[config.mk]
export PLATFORM = sky130hd
export DESIGN_NAME = vga_timing_gen_flat
export DESIGN_NICKNAME = d
export VERILOG_FILES = /design/src/rtl/vga_timing_if.sv /design/src/rtl/vga_timing_gen.sv /design/src/flat_wrapper.sv
export SDC_FILE = /design/constraint.sdc
export NUM_CORES = 1
export LEC_CHECK = 0
export ABC_AREA = 1
export BUFFER_PORTS_ARGS = -buffer_cell sky130_fd_sc_hd__buf_2
export CAP_MARGIN = 40
export CORE_UTILIZATION = 45
export DETAILED_ROUTE_END_ITERATION = 8
export GPL_TIMING_DRIVEN = 1
export REMOVE_ABC_BUFFERS = 1
export SYNTH_ARGS = -nofsm -noshare
export SYNTH_HDL_FRONTEND = slang
export SYNTH_SLANG_ARGS = --single-unit
[constraint.sdc]
create_clock -name clk -period 2.15 [get_ports clk]
set_clock_uncertainty 0.1 [all_clocks]
set_input_delay 0.43 -clock clk [delete_from_list [all_inputs] [get_ports clk]]
set_output_delay 0.43 -clock clk [all_outputs]
set_load 0.005 [all_outputs]
[src/rtl/vga_timing_if.sv]
// Video timing bundle from the raster generator to the renderer and sprite layers.
interface vga_timing_if;
   logic [9:0] pix_x;
   logic [9:0] pix_y;
   logic       video_active;
   logic       hsync;
   logic       vsync;
   logic       line_start;
   logic       frame_start;

   modport master (
      output pix_x, pix_y, video_active, hsync, vsync, line_start, frame_start
   );

   modport slave (
      input  pix_x, pix_y, video_active, hsync, vsync, line_start, frame_start
   );
endinterface

[src/rtl/vga_timing_gen.sv]
// Raster timing generator: horizontal/vertical counters advanced by pix_ce,
// with every output registered from the decode of the pre-increment counters
// so all outputs stay mutually aligned one ce cycle behind the counters.
module vga_timing_gen #(
   parameter int H_ACTIVE = 1024,
   parameter int H_FP     = 24,
   parameter int H_SYNC   = 136,
   parameter int H_BP     = 160,
   parameter int V_ACTIVE = 768,
   parameter int V_FP     = 3,
   parameter int V_SYNC   = 6,
   parameter int V_BP     = 29,
   parameter bit SYNC_POL = 1'b0
) (
   input  logic         clk,
   input  logic         rst,
   input  logic         pix_ce,
   vga_timing_if.master vid
);

   localparam int H_TOTAL = H_ACTIVE + H_FP + H_SYNC + H_BP;
   localparam int V_TOTAL = V_ACTIVE + V_FP + V_SYNC + V_BP;

   localparam logic [10:0] H_LAST   = 11'(H_TOTAL - 1);
   localparam logic [10:0] H_VIS    = 11'(H_ACTIVE);
   localparam logic [10:0] HS_BEGIN = 11'(H_ACTIVE + H_FP);
   localparam logic [10:0] HS_END   = 11'(H_ACTIVE + H_FP + H_SYNC);

   localparam logic [9:0]  V_LAST   = 10'(V_TOTAL - 1);
   localparam logic [9:0]  V_VIS    = 10'(V_ACTIVE);
   localparam logic [9:0]  VS_BEGIN = 10'(V_ACTIVE + V_FP);
   localparam logic [9:0]  VS_END   = 10'(V_ACTIVE + V_FP + V_SYNC);

   logic [10:0] h_cnt_q, h_cnt_d;
   logic [9:0]  v_cnt_q, v_cnt_d;
   logic [9:0]  pix_x_q, pix_x_d;
   logic [9:0]  pix_y_q, pix_y_d;
   logic        video_active_q, video_active_d;
   logic        hsync_q, hsync_d;
   logic        vsync_q, vsync_d;
   logic        line_start_q, line_start_d;
   logic        frame_start_q, frame_start_d;

   logic        h_vis_s;
   logic        v_vis_s;
   logic        h_sync_s;
   logic        v_sync_s;

   // Decode the current counter position into visibility and sync windows.
   always_comb begin
      h_vis_s  = (h_cnt_q < H_VIS);
      v_vis_s  = (v_cnt_q < V_VIS);
      h_sync_s = (h_cnt_q >= HS_BEGIN) && (h_cnt_q < HS_END);
      v_sync_s = (v_cnt_q >= VS_BEGIN) && (v_cnt_q < VS_END);
   end

   // Next-state: advance counters and capture decoded outputs on ce; strobes self-clear.
   always_comb begin
      h_cnt_d        = h_cnt_q;
      v_cnt_d        = v_cnt_q;
      pix_x_d        = pix_x_q;
      pix_y_d        = pix_y_q;
      video_active_d = video_active_q;
      hsync_d        = hsync_q;
      vsync_d        = vsync_q;
      line_start_d   = 1'b0;
      frame_start_d  = 1'b0;

      if (pix_ce) begin
         if (h_cnt_q == H_LAST) begin
            h_cnt_d = 11'd0;
            if (v_cnt_q == V_LAST) begin
               v_cnt_d = 10'd0;
            end else begin
               v_cnt_d = v_cnt_q + 10'd1;
            end
         end else begin
            h_cnt_d = h_cnt_q + 11'd1;
         end

         video_active_d = h_vis_s && v_vis_s;
         pix_x_d        = h_vis_s ? h_cnt_q[9:0] : 10'd0;
         pix_y_d        = v_cnt_q;
         hsync_d        = h_sync_s ? SYNC_POL : ~SYNC_POL;
         // v_cnt only changes at the line wrap, so vsync moves only at h=0.
         vsync_d        = v_sync_s ? SYNC_POL : ~SYNC_POL;
         line_start_d   = (h_cnt_q == 11'd0);
         frame_start_d  = (h_cnt_q == 11'd0) && (v_cnt_q == 10'd0);
      end else begin
         h_cnt_d = h_cnt_q;
         v_cnt_d = v_cnt_q;
      end
   end

   // State and output registers with synchronous reset overriding pix_ce.
   always_ff @(posedge clk) begin
      if (rst) begin
         h_cnt_q        <= 11'd0;
         v_cnt_q        <= 10'd0;
         pix_x_q        <= 10'd0;
         pix_y_q        <= 10'd0;
         video_active_q <= 1'b0;
         hsync_q        <= ~SYNC_POL;
         vsync_q        <= ~SYNC_POL;
         line_start_q   <= 1'b0;
         frame_start_q  <= 1'b0;
      end else begin
         h_cnt_q        <= h_cnt_d;
         v_cnt_q        <= v_cnt_d;
         pix_x_q        <= pix_x_d;
         pix_y_q        <= pix_y_d;
         video_active_q <= video_active_d;
         hsync_q        <= hsync_d;
         vsync_q        <= vsync_d;
         line_start_q   <= line_start_d;
         frame_start_q  <= frame_start_d;
      end
   end

   assign vid.pix_x        = pix_x_q;
   assign vid.pix_y        = pix_y_q;
   assign vid.video_active = video_active_q;
   assign vid.hsync        = hsync_q;
   assign vid.vsync        = vsync_q;
   assign vid.line_start   = line_start_q;
   assign vid.frame_start  = frame_start_q;

endmodule

[src/flat_wrapper.sv]
// flat-port wrapper written by rule: the top's interface ports become plain ports
module vga_timing_gen_flat 
#(
   parameter int H_ACTIVE = 1024,
   parameter int H_FP     = 24,
   parameter int H_SYNC   = 136,
   parameter int H_BP     = 160,
   parameter int V_ACTIVE = 768,
   parameter int V_FP     = 3,
   parameter int V_SYNC   = 6,
   parameter int V_BP     = 29,
   parameter bit SYNC_POL = 1'b0
)
  (clk, rst, pix_ce, vid_pix_x, vid_pix_y, vid_video_active, vid_hsync, vid_vsync, vid_line_start, vid_frame_start);
  vga_timing_if vid_i ();
  input  logic clk;
  input  logic rst;
  input  logic pix_ce;
  output wire logic [$bits(vid_i.pix_x)-1:0] vid_pix_x;
  output wire logic [$bits(vid_i.pix_y)-1:0] vid_pix_y;
  output wire logic [$bits(vid_i.video_active)-1:0] vid_video_active;
  output wire logic [$bits(vid_i.hsync)-1:0] vid_hsync;
  output wire logic [$bits(vid_i.vsync)-1:0] vid_vsync;
  output wire logic [$bits(vid_i.line_start)-1:0] vid_line_start;
  output wire logic [$bits(vid_i.frame_start)-1:0] vid_frame_start;
  assign vid_pix_x = vid_i.pix_x;
  assign vid_pix_y = vid_i.pix_y;
  assign vid_video_active = vid_i.video_active;
  assign vid_hsync = vid_i.hsync;
  assign vid_vsync = vid_i.vsync;
  assign vid_line_start = vid_i.line_start;
  assign vid_frame_start = vid_i.frame_start;
  vga_timing_gen #(.H_ACTIVE(H_ACTIVE), .H_FP(H_FP), .H_SYNC(H_SYNC), .H_BP(H_BP), .V_ACTIVE(V_ACTIVE), .V_FP(V_FP), .V_SYNC(V_SYNC), .V_BP(V_BP), .SYNC_POL(SYNC_POL)) u_core (.clk(clk), .rst(rst), .pix_ce(pix_ce), .vid(vid_i));
endmodule
==> results <==
- The most common library cell in the layout ignoring fill and taps is nand2_1.
- The die area is 4990 sq um.
- The first-pass detailed-route iteration total is 6.
- Entering global routing, the biggest net connects 19 pins.
- The endpoint class of the critical path is a register.
- Setup violations remaining at the end of the flow were counted as 0.
- In the global route stage, overall resource usage came out at 0.203.
- Leaving out fill and tap cells, the most frequent cells in the layout are nand2_1, dfxtp_1, a21oi_1.
- Detailed routing inserted a total of 1889 vias.
- The maximum buffer depth of the clock tree is 2.
- The share of the Yosys chip area taken by registers is 0.434.
- Power spread over the standard cell area amounts to 678 nW/um^2.
- Relative to the synthesized area, the layout overhead comes to 13.0%.
- Dividing the detail-routed wire length by the instance count gives 12.7 um.
- The number of input and output port buffers inserted is 27.
- For the pin with the worst max-slew slack, the measured transition is 0.501 ns.
- The global-route wire length before repair is 7.98 mm.
- The core region is 4440 sq um.
- The via count of the first global-routing pass came to 1674.
- The pre-CTS setup slack is 0.340 ns.
- The fraction of power spent switching nets is 0.229.
- The sum of negative setup slack is 0 ns.
- The die is 70.7 um tall.
- The gate count after technology mapping is 289.
- A synthesized cell averages 7.34 sq um.
- The share of total power dissipated in sequential elements is 0.542.
- 28 I/O pins were placed.
- After detailed routing, the number of vias per cell comes to 5.13.
- The analysis attributes to net switching a power of 0.372 mW.
- The worst setup margin is 0.440 ns.
- After layout, the minimum clock period comes to 1.71 ns.
- The starting DRC count in detailed routing is 143.
- The final layout contains 324 nets.
- The synthesized netlist occupies a cell area of 2120 sq um.
- The detailed-route wire length is 4.66 mm.
- The cell-internal power is 1.25 mW.
- Of the cells placed in the final design, the portion with a size suffix greater than 1 is 0.171.
- The number of different library cells in the post-synthesis netlist is 27.
- Counting every sink on the clock net gives 46.
- The detail route stage leaves a number of antenna-violating nets equal to 0.
- The run finished, with violations left.
- The floorplan has 24 rows.
- The max capacitance violation total is 0.
- Setup repair after global routing left no endpoint under its margin.
- STA classifies the critical path startpoint as a register.
- The checks that failed: DRC.
- After synthesis, the share of flip-flops with an asynchronous set or reset is 0.
- The initial core utilization is 0.477.
- Clock latency on the worst-skew pair, taken at its later pin, is 0.30 ns.
- Measured along the x axis, the die boundary spans 70.7 um.
- TritonCTS built the clock tree.
- The number of max-slew violations in the final report was 0.
- The clock tree root buffer cell is clkbuf_8.
- The total of warnings raised by yosys is 0.
- The static power due to leakage is 1.01 nW.
- After clock tree synthesis, the clock-pin slew on the worst setup and hold paths is 0.09 ns.
- In this run, CTS created clock tree buffers numbering 5.
- At the end of routability-driven placement, the weighted congestion stood at 0.867.
- The initial antenna violation count was 0.
- The worst min-delay path class is register to register.
- The data arrival time of the worst path is 1.81 ns.
- The largest fanout of any net on the critical path is 8.
- The H-tree was split into 2 levels.
- STA puts the critical path data required time at 2.25 ns.
- The half-perimeter wire length of the detailed placement result is 3.38 mm.
- In this run the post-CTS setup repair buffer count came out at 0.
- In this run, post-CTS hold repair placed 0 buffers.
- Synthesis inferred 46 register bits.
- The final routed DRC violation total is 6.
- The setup path with the least slack is of type register to register.
- The fraction of power consumed by combinational cells is 0.058.
- Dividing the final minimum period by the clock period gives 0.795.
- The worst pin sits at a relative slew slack of 0.665.
- The portion of total power attributed to the clock network is 0.399.
- The number of antenna diodes in the final layout is 0.
- The commonest register cell after synthesis is dfxtp_1.
- The maximum clock rate is 585 MHz.
- The worst-case vdd ir drop is 0.364 mV.
- The number of enable flip-flop cells after synthesis is 0.
- The hold violation total from the final report is 0.
- Global routing finished with a remaining overflow of 0.
- After clock tree synthesis, the repair step resized 0 gates.
[final timing paths]
path | slack [ns] | end | cells after the start | startpoint
worst max-delay path | 0.44 | u_core.v_cnt_q[9]$_SDFFE_PP0P_ | 8 | u_core.h_cnt_q[1]$_SDFFE_PP0P_
worst min register to register | 0.36 | u_core.vid.pix_x[7]$_SDFFE_PP0P_ | 2 | u_core.vid.pix_x[7]$_SDFFE_PP0P_
worst min-delay path | 0.36 | u_core.vid.pix_x[7]$_SDFFE_PP0P_ | 2 | u_core.vid.pix_x[7]$_SDFFE_PP0P_
worst max register to register | 0.44 | u_core.v_cnt_q[9]$_SDFFE_PP0P_ | 8 | u_core.h_cnt_q[1]$_SDFFE_PP0P_
[Yosys cell counts (2+ instances only)]
cell type / n / share of area
clkinv_2: 2 / 0.0047
nand2_2: 4 / 0.012
o21ai_0: 15 / 0.035
nor2_4: 3 / 0.016
nand3_4: 2 / 0.017
nor3_1: 10 / 0.024
nand4_1: 6 / 0.018
buf_2: 4 / 0.0094
nor2_1: 32 / 0.057
nand2_1: 69 / 0.12
dfxtp_1: 46 / 0.43
inv_1: 25 / 0.044
ha_1: 6 / 0.035
clkbuf_1: 5 / 0.0089
nand2_4: 2 / 0.011
nand3_1: 15 / 0.035
a21oi_1: 33 / 0.078
[critical path: stages (launching register included)]
cell and delay, ns:
dfxtp_1 0.40, ha_1 0.26, nand3_4 0.15, nor2_4 0.20, nand2_2 0.12, nand2_4 0.14, nand2_2 0.11, clkinv_2 0.09
nor2_1 0.04
[per-layer routing]
metal	share of wire	vias up	wire length, um	track usage
li1	-	988	-	-
met1	0.50	852	2310	0.277
met2	0.44	45	2060	0.316
met3	0.050	4	232	0.0513
met4	0.012	0	54	0.0644
met5	0	-	0	0
[final cells by class]
| class | instances | area (sq um) |
|---|---|---|
| Sequential cell | 46 | 921 |
| Timing Repair Buffer | 30 | 158 |
| Clock inverter | 2 | 37.5 |
| Inverter | 29 | 124 |
| Multi-Input combinational cell | 203 | 1020 |
| Tap cell | 52 | 65.1 |
| Clock buffer | 6 | 72.6 |
| Fill cell | 442 | 2050 |
[sequential cells by signal, summed over array words and instances (netlist names)]
register / cells
u_core.h_cnt_q: 11
u_core.v_cnt_q: 10
u_core.vid.pix_x: 10
u_core.vid.pix_y: 10
u_core.vid.frame_start: 1
u_core.vid.hsync: 1
u_core.vid.line_start: 1
u_core.vid.video_active: 1
u_core.vid.vsync: 1
[metrics by stage]
stage	cell area (sq um)	instances	hold WS [ns]	utilization	total power, mW
floorplan	2060	278	0.356	-	0.947
global placement	2290	360	0.350	0.514	0.997
detailed placement	2290	360	0.352	0.514	0.998
CTS	2400	368	0.365	0.539	1.64
global route	2400	368	0.382	0.539	1.68
finish	2400	368	0.364	0.539	1.63
[logic make-up after synthesis]
group / synth area share
AOI/OAI and AO/OA: 0.120
xor gates and xnor gates: 0.00826
adders and majority gates: 0.0354
buffers and inverters: 0.0855
DFF: 0.434
and+or+nand+nor: 0.316
[power by group through the flow]
stage	clock network, mW	registers [mW]	logic (mW)
detailed placement	0	0.902	0.0959
CTS	0.661	0.882	0.0965
floorplan	0	0.903	0.0447
finish	0.649	0.881	0.0947
global route	0.691	0.885	0.109
global placement	0	0.902	0.0952
No activity file was read; power rests on OpenSTA's default activity.
